`config.mk`:
```
export PLATFORM = sky130hd
export DESIGN_NAME = load_store_unit
export DESIGN_NICKNAME = d
export VERILOG_FILES = /design/src/rtl/risc_pkg.sv /design/src/rtl/lsu_load_align.sv /design/src/rtl/load_store_unit.sv
export SDC_FILE = /design/constraint.sdc
export NUM_CORES = 1
export LEC_CHECK = 0
export CAP_MARGIN = 20
export CORE_MARGIN = 2
export CORE_UTILIZATION = 45
export CTS_CLUSTER_SIZE = 24
export DETAILED_ROUTE_END_ITERATION = 10
export DONT_BUFFER_PORTS = 1
export GPL_TIMING_DRIVEN = 0
export PLACE_DENSITY_LB_ADDON = 0.25
export SETUP_SLACK_MARGIN = 0.3
export SYNTH_ARGS = -nofsm -noshare
export SYNTH_HDL_FRONTEND = slang
export SYNTH_HIERARCHICAL = 1
export SYNTH_SLANG_ARGS = --single-unit
export TNS_END_PERCENT = 30
```
`constraint.sdc`:
```
create_clock -name clk -period 5.09 [get_ports clk]
set_clock_uncertainty 0.2 [all_clocks]
set_input_delay 1.527 -clock clk [delete_from_list [all_inputs] [get_ports clk]]
set_output_delay 1.527 -clock clk [all_outputs]
set_load 0.005 [all_outputs]
```
`src/rtl/risc_pkg.sv`:
```
// Shared core types: decode control fields, LSU state and access-size helpers.
// Purely declarative; no timing or flow control of its own.
package risc_pkg;

  // 2'b10 is deliberately unused so a corrupted size field is caught as a fault.
  typedef enum logic [1:0] {
    BYTE      = 2'b00,
    HALF_WORD = 2'b01,
    WORD      = 2'b11
  } mem_size_t;

  typedef struct packed {
    logic      mem_valid;
    logic      mem_write;
    mem_size_t mem_size;
    logic      load_zero_extend;
  } control_t;

  typedef enum logic [1:0] {
    IDLE,
    BUS_REQ,
    WAIT_RSP,
    DONE
  } lsu_state_t;

  localparam logic [3:0] BE_WORD = 4'b1111;

  function automatic logic lsu_fault(input logic [1:0] size, input logic [1:0] off);
    case (size)
      BYTE:      return 1'b0;
      HALF_WORD: return off[0];
      WORD:      return off != 2'b00;
      default:   return 1'b1;
    endcase
  endfunction

  function automatic logic [3:0] lsu_byte_en(input logic [1:0] size, input logic [1:0] off);
    case (size)
      BYTE:      return 4'b0001 << off;
      HALF_WORD: return 4'b0011 << off;
      default:   return BE_WORD;
    endcase
  endfunction

  function automatic logic [31:0] lsu_store_data(input logic [1:0] size, input logic [31:0] wdata);
    case (size)
      BYTE:      return {4{wdata[7:0]}};
      HALF_WORD: return {2{wdata[15:0]}};
      default:   return wdata;
    endcase
  endfunction

endpackage

```
`src/rtl/lsu_load_align.sv`:
```
// Load lane select and sign/zero extension of a bus read word.
// Latency: combinational; backpressure: none.
module lsu_load_align
  import risc_pkg::*;
(
  input  logic [31:0] rdata,
  input  logic [1:0]  addr_lo,
  input  logic [1:0]  size,
  input  logic        zero_ext,
  output logic [31:0] data
);

  logic [7:0]  lane_b;
  logic [15:0] lane_h;

  assign lane_b = rdata[{addr_lo, 3'b000} +: 8];
  assign lane_h = addr_lo[1] ? rdata[31:16] : rdata[15:0];

  always_comb begin
    data = rdata;
    case (size)
      BYTE:      data = {{24{~zero_ext & lane_b[7]}}, lane_b};
      HALF_WORD: data = {{16{~zero_ext & lane_h[15]}}, lane_h};
      default:   data = rdata;
    endcase
  end

endmodule

```
`src/rtl/load_store_unit.sv`:
```
// Single-outstanding load/store unit: one aligned bus transaction per access.
// Latency: load 3 cycles + bus waits, store 2 + waits, fault 1; req_ready low while busy.
module load_store_unit
  import risc_pkg::*;
#(
  parameter int ADDR_WIDTH = 32,
  parameter int DATA_WIDTH = 32
) (
  input  logic                  clk,
  input  logic                  rst,
  input  logic                  req_valid,
  output logic                  req_ready,
  input  logic                  req_write,
  input  logic [1:0]            req_size,
  input  logic                  req_zero_ext,
  input  logic [ADDR_WIDTH-1:0] req_addr,
  input  logic [31:0]           req_wdata,
  input  logic [4:0]            req_rd,
  output logic                  bus_req_valid,
  input  logic                  bus_req_ready,
  output logic [ADDR_WIDTH-1:0] bus_addr,
  output logic                  bus_we,
  output logic [3:0]            bus_be,
  output logic [31:0]           bus_wdata,
  input  logic                  bus_rsp_valid,
  input  logic [31:0]           bus_rdata,
  output logic                  rsp_valid,
  output logic [31:0]           rsp_rdata,
  output logic [4:0]            rsp_rd,
  output logic                  rsp_write,
  output logic                  rsp_fault,
  output logic                  busy
);

  if (DATA_WIDTH != 32) begin : g_width_check
    $error("load_store_unit supports only a 32-bit data bus");
  end

  lsu_state_t  state;
  logic [1:0]  lat_size;
  logic [1:0]  lat_off;
  logic        lat_zext;
  logic [31:0] load_data;

  lsu_load_align u_align (
    .rdata    (bus_rdata),
    .addr_lo  (lat_off),
    .size     (lat_size),
    .zero_ext (lat_zext),
    .data     (load_data)
  );

  assign req_ready = (state == IDLE);
  assign busy      = (state != IDLE);

  always_ff @(posedge clk or posedge rst) begin
    if (rst) begin
      state         <= IDLE;
      lat_size      <= 2'b00;
      lat_off       <= 2'b00;
      lat_zext      <= 1'b0;
      bus_req_valid <= 1'b0;
      bus_addr      <= '0;
      bus_we        <= 1'b0;
      bus_be        <= 4'b0000;
      bus_wdata     <= 32'h0;
      rsp_valid     <= 1'b0;
      rsp_rdata     <= 32'h0;
      rsp_rd        <= 5'd0;
      rsp_write     <= 1'b0;
      rsp_fault     <= 1'b0;
    end else begin
      rsp_valid <= 1'b0;
      case (state)
        IDLE: begin
          if (req_valid) begin
            lat_size <= req_size;
            lat_off  <= req_addr[1:0];
            lat_zext <= req_zero_ext;
            rsp_rd   <= req_rd;
            if (lsu_fault(req_size, req_addr[1:0])) begin
              // Faulting accesses never touch the bus.
              state     <= DONE;
              rsp_valid <= 1'b1;
              rsp_fault <= 1'b1;
              rsp_write <= req_write;
              rsp_rdata <= 32'h0;
            end else begin
              state         <= BUS_REQ;
              bus_req_valid <= 1'b1;
              bus_addr      <= {req_addr[ADDR_WIDTH-1:2], 2'b00};
              bus_we        <= req_write;
              bus_be        <= lsu_byte_en(req_size, req_addr[1:0]);
              bus_wdata     <= lsu_store_data(req_size, req_wdata);
            end
          end
        end
        BUS_REQ: begin
          if (bus_req_ready) begin
            bus_req_valid <= 1'b0;
            if (bus_we) begin
              state     <= DONE;
              rsp_valid <= 1'b1;
              rsp_fault <= 1'b0;
              rsp_write <= 1'b1;
              rsp_rdata <= 32'h0;
            end else begin
              state <= WAIT_RSP;
            end
          end
        end
        WAIT_RSP: begin
          if (bus_rsp_valid) begin
            state     <= DONE;
            rsp_valid <= 1'b1;
            rsp_fault <= 1'b0;
            rsp_write <= 1'b0;
            rsp_rdata <= load_data;
          end
        end
        DONE:    state <= IDLE;
        default: state <= IDLE;
      endcase
    end
  end

endmodule

```
==> summary.md, run 1 <==
| Metric | Value |
|---|---|
| All-Layer GR Usage | `around 22%` |
| Clock group share of total power | `28.0%` |
| Area contributors post-synth | `dfrtp_1, mux2_2, nand2_1` |
| Die H | `116 um` |
| Startpoint Class | `flop` |
| Post-Synth XOR/XNOR Area | `0.155%` |
| Critical path class | `reg -> out` |
| Final WL | `roughly 15000 um` |
| Total Nets Final | `683` |
| Bufs on Longest Clock Path | `2` |
| Max VDD drop | `between 0.3 and 0.4 mV` |
| Final Setup Violations | `0` |
| CP Capture Type | `output port` |
| Fin crit share | `between 60% and 70%` |
| Endpoints failing hold | `0` |
| Hold Path Class | `reg -> reg` |
| Relative slew slack | `45.4%` |
| Fmax | `around 320 MHz` |
| Initial antenna violation count | `0` |
| Post-synth top area share | `50.9%` |
| Syn Std Cell Area | `5660 um2` |
| Power per standard cell area | `664 nW/um2` |
| DRC Markers | `0` |
| WP data arrival | `1.42 ns` |
| Tmin final | `roughly 3.1 ns` |
| CTS tree | `done` |
| CP Launch Point | `state[0]$_DFFE_PP0P_` |
| Critical path's top delay family | `flip-flops` |
| Area growth from synthesis to layout | `15.0%` |
| Setup bufs post-CTS | `0` |
| Psw | `1590 uW` |
| Gate power share | `between 30% and 40%` |
| Asr flop ratio synth | `100%` |
| Syn avg cell area | `10.3 um2` |
| Placed Area | `5900 um2` |
| Initial DRC count | `205` |
| Post-Place Cells | `between 700 and 800` |
| Initial core utilization | `46.5%` |
| Met3 GRT Util | `between 10% and 20%` |
| Outcome | `completed` |
| Layout cells sized above 1 | `19.1%` |
| Crit path largest cell delay | `about 0.4 ns` |
| Critical path peak fanout | `7` |
| Post-synthesis mux area share | `between 15 and 20%` |
| Cell accounting for the most synthesized area | `dfrtp_1` |
| Via/cell ratio | `5.62` |
| Gpl congestion | `0.906` |
| Reg-to-reg startpoint | `state[0]$_DFFE_PP0P_` |
| Filler cell count | `1104` |
| Worst path bufs/invs | `2` |
| Switching Fraction | `roughly 37%` |
| Hold buffers post-CTS | `0` |
| Most used DFF post-synth | `dfrtp_1` |
| Clock Sink Count | `around 120` |
| Largest net degree at the start of global routing | `69` |
| Detailed-route via count | `between 4000 and 5000` |
| Simple-gate share of the synthesized area | `14.1%` |
| Core area | `12200 um2` |
| GR Util met1 | `25.8%` |
| IO buf count | `0` |
| Final worst slack | `~2 ns` |
| Vias in the first global route | `4241` |
| Drt first pass iters | `4` |
| Clk_lat worst skew | `roughly 0.4 ns` |
| Slowest cell on crit path | `dfrtp_1` |
| Post-synth top cells | `dfrtp_1, nand2_1, mux2_2, nand3_1, o2bb2ai_1` |
| Final HPWL DP | `between 10000 and 15000 um` |
| HP Start | `lat_size[0]$_DFFE_PP0P_` |
| Cell mode on critical path | `inv_1` |
| Internal Power | `2730 uW` |
| CTS resizes | `0` |
| Root buf cell | `clkbuf_16` |
| Synth cell types | `40` |
| Worst-path clk slew | `0.05 ns` |
| Num ports | `222` |
| Post-synth EDFFs | `0` |
| Num CTS Buffers | `17` |
| Die width | `116 um` |
| Post-Synth Adder-Cell Area | `1.11%` |
| Complex-gate fraction of the synthesized area | `between 10% and 20%` |
| Top-count cell post-synth | `dfrtp_1` |
| Antenna viol nets, final | `0` |
| Critical Path RT | `approximately 3.4 ns` |
| Leakage Power | `0.00295 uW` |
| Synth Register Bits | `115` |
| Site Rows | `40` |
| Largest family of logic cells by synthesized area | `multiplexers` |
| Design Area, Final | `6510 um2` |
| RSZ-0062 raised after global routing | `false` |
| Max-slew violations | `0` |
| Global-route wire length before repair | `around 23000 um` |
| Pre-CTS WS | `1.64 ns` |
| Crit-path cells | `inv_1 > ha_1 > inv_1` |
| Avg WL per Cell | `about 20 um` |
| Most Crowded Layer GR | `met2` |
| Fin Setup TNS | `0 ns` |
| GRT overflow | `0` |
| Mapped Cells | `547` |
| Register area share after synthesis | `between 50% and 60%` |
| Sequential Power Share | `between 30% and 40%` |
| Slew @ Worst Pin | `0.820 ns` |
| Max-Cap Viols | `0` |
| Non-Filler Instances | `749` |
| Antenna Cells | `0` |
| Syn. warnings | `6` |
| Fin util | `between 50% and 60%` |
| H-tree depth | `4` |
| Met2 Track Usage GR | `35.9%` |
| Full die area | `around 13000 um2` |
## cell usage in the layout, fill, tap and decap left out, types with 3 or more instances in the layout
cell type,n
clkbuf_1,25
clkbuf_16,17
bufinv_16,3
ha_1,5
nor2_1,16
nand2_1,105
nor2b_1,6
dfrtp_1,115
buf_2,16
clkinv_2,5
nand3_1,33
o2bb2ai_1,32
clkbuf_8,3
o21ai_1,7
inv_1,10
nand2b_1,9
a221o_1,10
o21ai_0,30
a21oi_1,12
buf_4,3
nor3_1,7
mux2i_1,26
mux2_2,51
a22oi_1,7
## logic make-up (layout without fill, tap and decap cells)
logic type | Yosys count | in the layout
other | 1 | 2
buffers and inverters | 55 | 88
AO/OA/AOI/OAI | 111 | 111
XOR/XNOR | 1 | 1
adder cells (fa/ha/maj) | 5 | 5
AND/OR/NAND/NOR | 181 | 181
flip-flops | 115 | 115
multiplexers | 78 | 78
## worst reg2reg max path: stages (launching register included)
cell and delay, ns:
dfrtp_1 0.38, inv_1 0.11, ha_1 0.20, buf_1 0.22, a222oi_1 0.63, o211ai_2 0.39
buf_2 0.31, o2bb2ai_1 0.15
## worst paths after layout
path / cells after the start / slack, ns / to
worst min-delay path: 1 / 0.30 / lat_size[0]$_DFFE_PP0P_
worst max-delay path: 3 / 1.95 / busy
min in group asynchronous: 1 / 0.96 / bus_addr[19]$_DFFE_PP0P_
max in group asynchronous: 2 / 3.02 / lat_zext$_DFFE_PP0P_
worst max register to register: 7 / 2.39 / rsp_rdata[12]$_DFFE_PP0P_
worst min register to register: 1 / 0.30 / lat_size[0]$_DFFE_PP0P_
## per-stage QoR
stage	power, uW	hold WS (ns)
after floorplan	2720	0.267
after global routing	4630	0.328
after global placement	3070	0.292
final	4320	0.299
after detailed placement	3130	0.293
after CTS	4360	0.304
## metal layers
layer / up-vias / routed length, um
li1: 1974 / -
met3: 28 / 1590
met5: - / 0
met1: 2028 / 5730
met2: 180 / 7070
met4: 0 / 337
## final cells by class
class                           instances  area [um2]  share of cell area, %
Buffer                                 44         204                   3.13
Clock buffer                           22         474                   7.29
Clock inverter                         10         130                   2.00
Inverter                               11        43.8                  0.673
Multi-Input combinational cell        378        2540                   39.0
Sequential cell                       115        2880                   44.2
Tap cell                              168         210                   3.23
Timing Repair Buffer                    1        27.5                  0.423
## registers in the layout (all words and copies together) (netlist names), 2 cells and up
name       flops
bus_addr      30
bus_be         4
bus_wdata     32
lat_off        2
lat_size       2
rsp_rd         5
rsp_rdata     32
state          2
## power by group through the flow
stage / Sequential, uW / Clock, uW / Combinational (uW)
after floorplan: 1550 / 0 / 1170
after global placement: 1660 / 0 / 1400
after detailed placement: 1670 / 0 / 1460
after CTS: 1670 / 1230 / 1470
after global routing: 1710 / 1290 / 1630
final: 1650 / 1210 / 1460
No activity file was read; power rests on OpenSTA's default activity.
==> inputs of run 2 (changes only) <==
==> constraint.sdc (replaced) <==
create_clock -name clk -period 3.3 [get_ports clk]
set_clock_uncertainty 0.2 [all_clocks]
set_input_delay 0.99 -clock clk [delete_from_list [all_inputs] [get_ports clk]]
set_output_delay 0.99 -clock clk [all_outputs]
set_load 0.005 [all_outputs]
==> summary.md, run 2 (synthesis gave the netlist of run 1 again) <==
| Metric | Value |
|---|---|
| CP Capture Type | `output port` |
| Num CTS Buffers | `17` |
| Num ports | `roughly 220` |
| Pre-CTS WS | `0.388 ns` |
| Final Power | `6740 uW` |
| Startpoint Class | `flop` |
| Design Area, Final | `about 6500 um2` |
| Placed Area | `5920 um2` |
| Via/cell ratio | `roughly 5.8` |
| Endpoints failing hold | `0` |
| Max VDD drop | `slightly above 0.5 mV` |
| Power per standard cell area | `1030 nW/um2` |
| Drt first pass iters | `5` |
| Detailed-route via count | `4331` |
| Slowest cell on crit path | `dfrtp_1` |
| Sequential Power Share | `37.9%` |
| Internal Power | `4210 uW` |
| Total Nets Final | `686` |
| IO buf count | `0` |
| Site Rows | `40` |
| Most frequent cells in the layout | `dfrtp_1, nand2_1, mux2_2` |
| Fin crit share | `around 80%` |
| Initial DRC count | `approximately 250` |
| Full die area | `about 13000 um2` |
| Fin Setup TNS | `0 ns` |
| Gate power share | `around a third` |
| Cell mode on critical path | `inv_1` |
| GRT overflow | `0` |
| Die H | `116 um` |
| Largest regs | `bus_wdata: 32 flops, rsp_rdata: 32 flops, bus_addr: 30 flops` |
| Bufs on Longest Clock Path | `2` |
| Largest net degree at the start of global routing | `46` |
| Critical Path RT | `2.11 ns` |
| Final HPWL DP | `11300 um` |
| Initial core utilization | `between 40% and 50%` |
| Crit path largest cell delay | `0.41 ns` |
| Max-slew violations | `0` |
| Vias in the first global route | `4472` |
| Relative slew slack | `47.7%` |
| All-Layer GR Usage | `23.2%` |
| Global-route wire length before repair | `23600 um` |
| Psw | `2540 uW` |
| Layout cells sized above 1 | `between 15 and 20%` |
| Antenna viol nets, final | `0` |
| Gpl congestion | `0.920` |
| Hold Path Class | `reg -> reg` |
| Clk_lat worst skew | `0.41 ns` |
| Die width | `116 um` |
| Clock group share of total power | `between 20 and 30%` |
| Tmin final | `about 2.6 ns` |
| CTS tree | `done` |
| Worst-path clk slew | `0.06 ns` |
| Critical path's top delay family | `flip-flops` |
| WP data arrival | `1.44 ns` |
| Most common cell after layout, fill and taps aside | `dfrtp_1` |
| Outcome | `completed` |
| Area growth from synthesis to layout | `15.7%` |
| Final worst slack | `about 0.67 ns` |
| Slew @ Worst Pin | `0.783 ns` |
| Crit-path cells | `inv_1 > ha_1 > inv_1` |
| RSZ-0062 raised after global routing | `false` |
| Root buf cell | `clkbuf_16` |
| Max-Cap Viols | `0` |
| Final WL | `roughly 15000 um` |
| H-tree depth | `4` |
| Core area | `12200 um2` |
| DRC Markers | `0` |
| Final Setup Violations | `0` |
| Initial antenna violation count | `0` |
| Critical path class | `reg -> out` |
| Worst path bufs/invs | `2` |
| Leakage Power | `0.00295 uW` |
| Clock Sink Count | `around 120` |
| Switching Fraction | `37.6%` |
| Fmax | `380 MHz` |
| Critical path peak fanout | `7` |
| Avg WL per Cell | `approximately 20 um` |
| Antenna Cells | `0` |
## run 2: cell count changes in the layout (fill, tap and decap cells not counted), moves of 2 or more
cell | previous run | this run
clkbuf_8 | 3 | 1
buf_12 | 0 | 2
clkbuf_1 | 25 | 23
buf_4 | 3 | 5
clkinv_2 | 5 | 2
clkinv_4 | 0 | 2
clkinvlp_4 | 2 | 4
inv_6 | 0 | 4
## run 2: through the flow
stage,hold slack (ns),cells,util [%]
floorplan,0.267,548,-
global route,0.334,752,53.8
CTS,0.311,750,53.7
detailed placement,0.297,718,48.6
finish,0.302,752,53.8
global placement,0.290,716,48.3
## run 2: tightest hold or removal path, cell delays in order, from the launching register on
cell	delay [ns]
dfrtp_1	0.36
nand2_1	0.05
o21ai_0	0.06
## run 2: routing by layer
| metal | share of wire (%) | wire length [um] | vias to the layer above | track usage (%) |
|---|---|---|---|---|
| met5 | 0 | 0 | - | 0 |
| met1 | 39 | 5940 | 2138 | 27.4 |
| li1 | - | - | 1981 | - |
| met3 | 9.6 | 1450 | 19 | 9.50 |
| met4 | 1.4 | 204 | 0 | 8.41 |
| met2 | 50 | 7480 | 193 | 38.4 |
## run 2: power by group through the flow
stage	logic, uW	registers, uW	clock network, uW
final	2310	2550	1880
after CTS	2280	2570	1920
after global routing	2580	2630	2000
after floorplan	1810	2390	0
after detailed placement	2280	2570	0
after global placement	2170	2560	0
## run 2: cell type report
class                   instances  area [um2]
clock buffers                  18         439
well taps                     168         210
inverters                      11        45.0
fillers                      1109        5620
clock inverters                14         175
multi-input cells             378        2540
repair buffers                  4        55.1
plain buffers                  44         204
flip-flops and latches        115        2880
## run 2: worst paths after layout
check | from | end | slack, ns | depth (start not counted)
max | state[0]$_DFFE_PP0P_ | busy | 0.67 | 3
min | lat_size[1]$_DFFE_PP0P_ | lat_size[1]$_DFFE_PP0P_ | 0.30 | 2
max reg2reg | state[0]$_DFFE_PP0P_ | bus_be[3]$_DFFE_PP0P_ | 0.79 | 6
min reg2reg | lat_size[1]$_DFFE_PP0P_ | lat_size[1]$_DFFE_PP0P_ | 0.30 | 2
max in group asynchronous | rst | bus_wdata[7]$_DFFE_PP0P_ | 1.85 | 2
min in group asynchronous | rst | bus_wdata[30]$_DFFE_PP0P_ | 0.39 | 1
## run 2: what timing repair did
action / CTS / global route
hold buffers: 0 / 0
buffers inserted: 0 / 2
hold endpoints to repair: 0 / 0
setup endpoints to repair: 0 / 30
gates resized for setup: 0 / 0
==> inputs of run 3 (changes only) <==
==> constraint.sdc (replaced) <==
create_clock -name clk -period 2.54 [get_ports clk]
set_clock_uncertainty 0.2 [all_clocks]
set_input_delay 0.762 -clock clk [delete_from_list [all_inputs] [get_ports clk]]
set_output_delay 0.762 -clock clk [all_outputs]
set_load 0.005 [all_outputs]
==> summary.md, run 3 (synthesis gave the netlist of run 1 again) <==
| Metric | Value |
|---|---|
| H-tree depth | `4` |
| Worst path bufs/invs | `2` |
| Area growth from synthesis to layout | `17.0%` |
| Clk_lat worst skew | `0.41 ns` |
| Tmin final | `2.17 ns` |
| Psw | `3340 uW` |
| Startpoint Class | `flop` |
| Vias in the first global route | `about 4500` |
| Endpoints failing hold | `0` |
| Die H | `116 um` |
| Antenna viol nets, final | `0` |
| Global-route wire length before repair | `roughly 24000 um` |
| CP Launch Point | `state[1]$_DFFE_PP0P_` |
| Drt first pass iters | `5` |
| Initial core utilization | `46.5%` |
| Worst-path clk slew | `0.06 ns` |
| Fmax | `461 MHz` |
| Gate power share | `between 30% and 40%` |
| Power per standard cell area | `1350 nW/um2` |
| Internal Power | `5570 uW` |
| RSZ-0062 raised after global routing | `true` |
| Max-slew violations | `0` |
| WP data arrival | `approximately 1.2 ns` |
| Switching Fraction | `roughly 37%` |
| Critical Path RT | `1.58 ns` |
| Full die area | `13500 um2` |
| Outcome | `completed` |
| Detailed-route via count | `4309` |
| Final WL | `approximately 15000 um` |
| Fin crit share | `a little under nine tenths` |
| Critical path class | `reg -> out` |
| GRT overflow | `0` |
| Total Nets Final | `687` |
| Num CTS Buffers | `17` |
| R2r setup slk | `0.44 ns` |
| R2R cell count | `7` |
| Site Rows | `40` |
| Critical path peak fanout | `7` |
| Max-Cap Viols | `0` |
| Most frequent cells in the layout | `dfrtp_1, nand2_1, mux2_2` |
| Avg WL per Cell | `between 20 and 25 um` |
| Sequential Power Share | `37.2%` |
| Largest net degree at the start of global routing | `46` |
| Crit-path cells | `inv_2 > ha_4 > inv_1` |
| CTS tree | `done` |
| Fin Setup TNS | `0 ns` |
| Largest regs | `bus_wdata: 32 flops, rsp_rdata: 32 flops, bus_addr: 30 flops` |
| Hold buffers post-CTS | `0` |
| Core area | `12200 um2` |
| Via/cell ratio | `5.72` |
| Clock group share of total power | `between 20 and 30%` |
| Reg-to-reg startpoint | `state[0]$_DFFE_PP0P_` |
| Die width | `about 120 um` |
| Final Power | `8910 uW` |
| Final Setup Violations | `0` |
| Num ports | `222` |
| Relative slew slack | `47.6%` |
| IO buf count | `0` |
| Slew @ Worst Pin | `slightly below 0.8 ns` |
| Layout cells sized above 1 | `21.7%` |
| Critical path depth | `3` |
| Slowest cell on crit path | `dfrtp_1` |
| Most common cell after layout, fill and taps aside | `dfrtp_1` |
| Root buf cell | `clkbuf_16` |
| Hold Path Class | `in -> async` |
| Initial antenna violation count | `0` |
| Gpl congestion | `0.920` |
| Fin util | `54.4%` |
| RR Endpoint | `rsp_rdata[15]$_DFFE_PP0P_` |
| Max VDD drop | `between 0.6 and 0.7 mV` |
| Antenna Cells | `0` |
| Clock Sink Count | `115` |
| Initial DRC count | `around 320` |
| Crit path largest cell delay | `~0.42 ns` |
| Critical path's top delay family | `flip-flops` |
| Bufs on Longest Clock Path | `2` |
| Leakage Power | `0.00298 uW` |
| Crit path to | `busy` |
| Final HPWL DP | `between 10000 and 15000 um` |
| CP Capture Type | `output port` |
| All-Layer GR Usage | `23.3%` |
| DRC Markers | `0` |
[run 3: cell type report]
class	instances	area (um2)
fill	1102	5540
sequential	115	2880
multi-input combinational	378	2590
clock buffer	18	439
buffer	44	223
tap	168	210
clock inverter	14	175
timing repair buffer	5	62.6
inverter	11	45.0
[run 3: repair_timing]
item / 4_1_cts / 5_1_grt
cloned: 0 / 0
resized for setup: 9 / 12
setup buffers: 2 / 1
pin swaps: 1 / 0
endpoints found under the setup margin: 89 / 78
[run 3: how the worst min path moves through the flow]
stage,start,end,slack (ns),depth (start not counted)
after global placement,lat_size[0]$_DFFE_PP0P_,lat_size[0]$_DFFE_PP0P_,0.29,1
after detailed placement,lat_size[0]$_DFFE_PP0P_,lat_size[0]$_DFFE_PP0P_,0.30,1
after CTS,rst,bus_wdata[30]$_DFFE_PP0P_,0.17,1
after global routing,rst,rsp_rdata[4]$_DFFE_PP0P_,0.20,1
final,rst,bus_wdata[30]$_DFFE_PP0P_,0.16,1
after floorplan,lat_size[1]$_DFFE_PP0P_,lat_size[1]$_DFFE_PP0P_,0.27,2
[run 3: per-layer routing]
layer | track usage (%) | wire, um
met4 | 8.41 | 241
met2 | 38.4 | 7480
met1 | 27.7 | 5800
met3 | 9.29 | 1570
met5 | 0 | 0
[run 3: power groups by stage]
stage	Combinational (uW)	Clock, uW	Sequential [uW]
final	3150	2450	3310
after global routing	3520	2600	3420
after CTS	3060	2490	3340
after detailed placement	2960	0	3340
after global placement	2830	0	3330
after floorplan	2350	0	3100
[run 3: per-stage QoR]
stage | hold slack, ns | instance area [um2] | instances | worst slack (ns)
2_1_floorplan | 0.267 | 5670 | 548 | 0.179
3_3_place_gp | 0.290 | 5880 | 716 | -0.383
3_5_place_dp | 0.297 | 5920 | 718 | -0.202
4_1_cts | 0.167 | 6570 | 752 | 0.302
5_1_grt | 0.203 | 6620 | 753 | 0.298
6_report | 0.160 | 6620 | 753 | 0.369
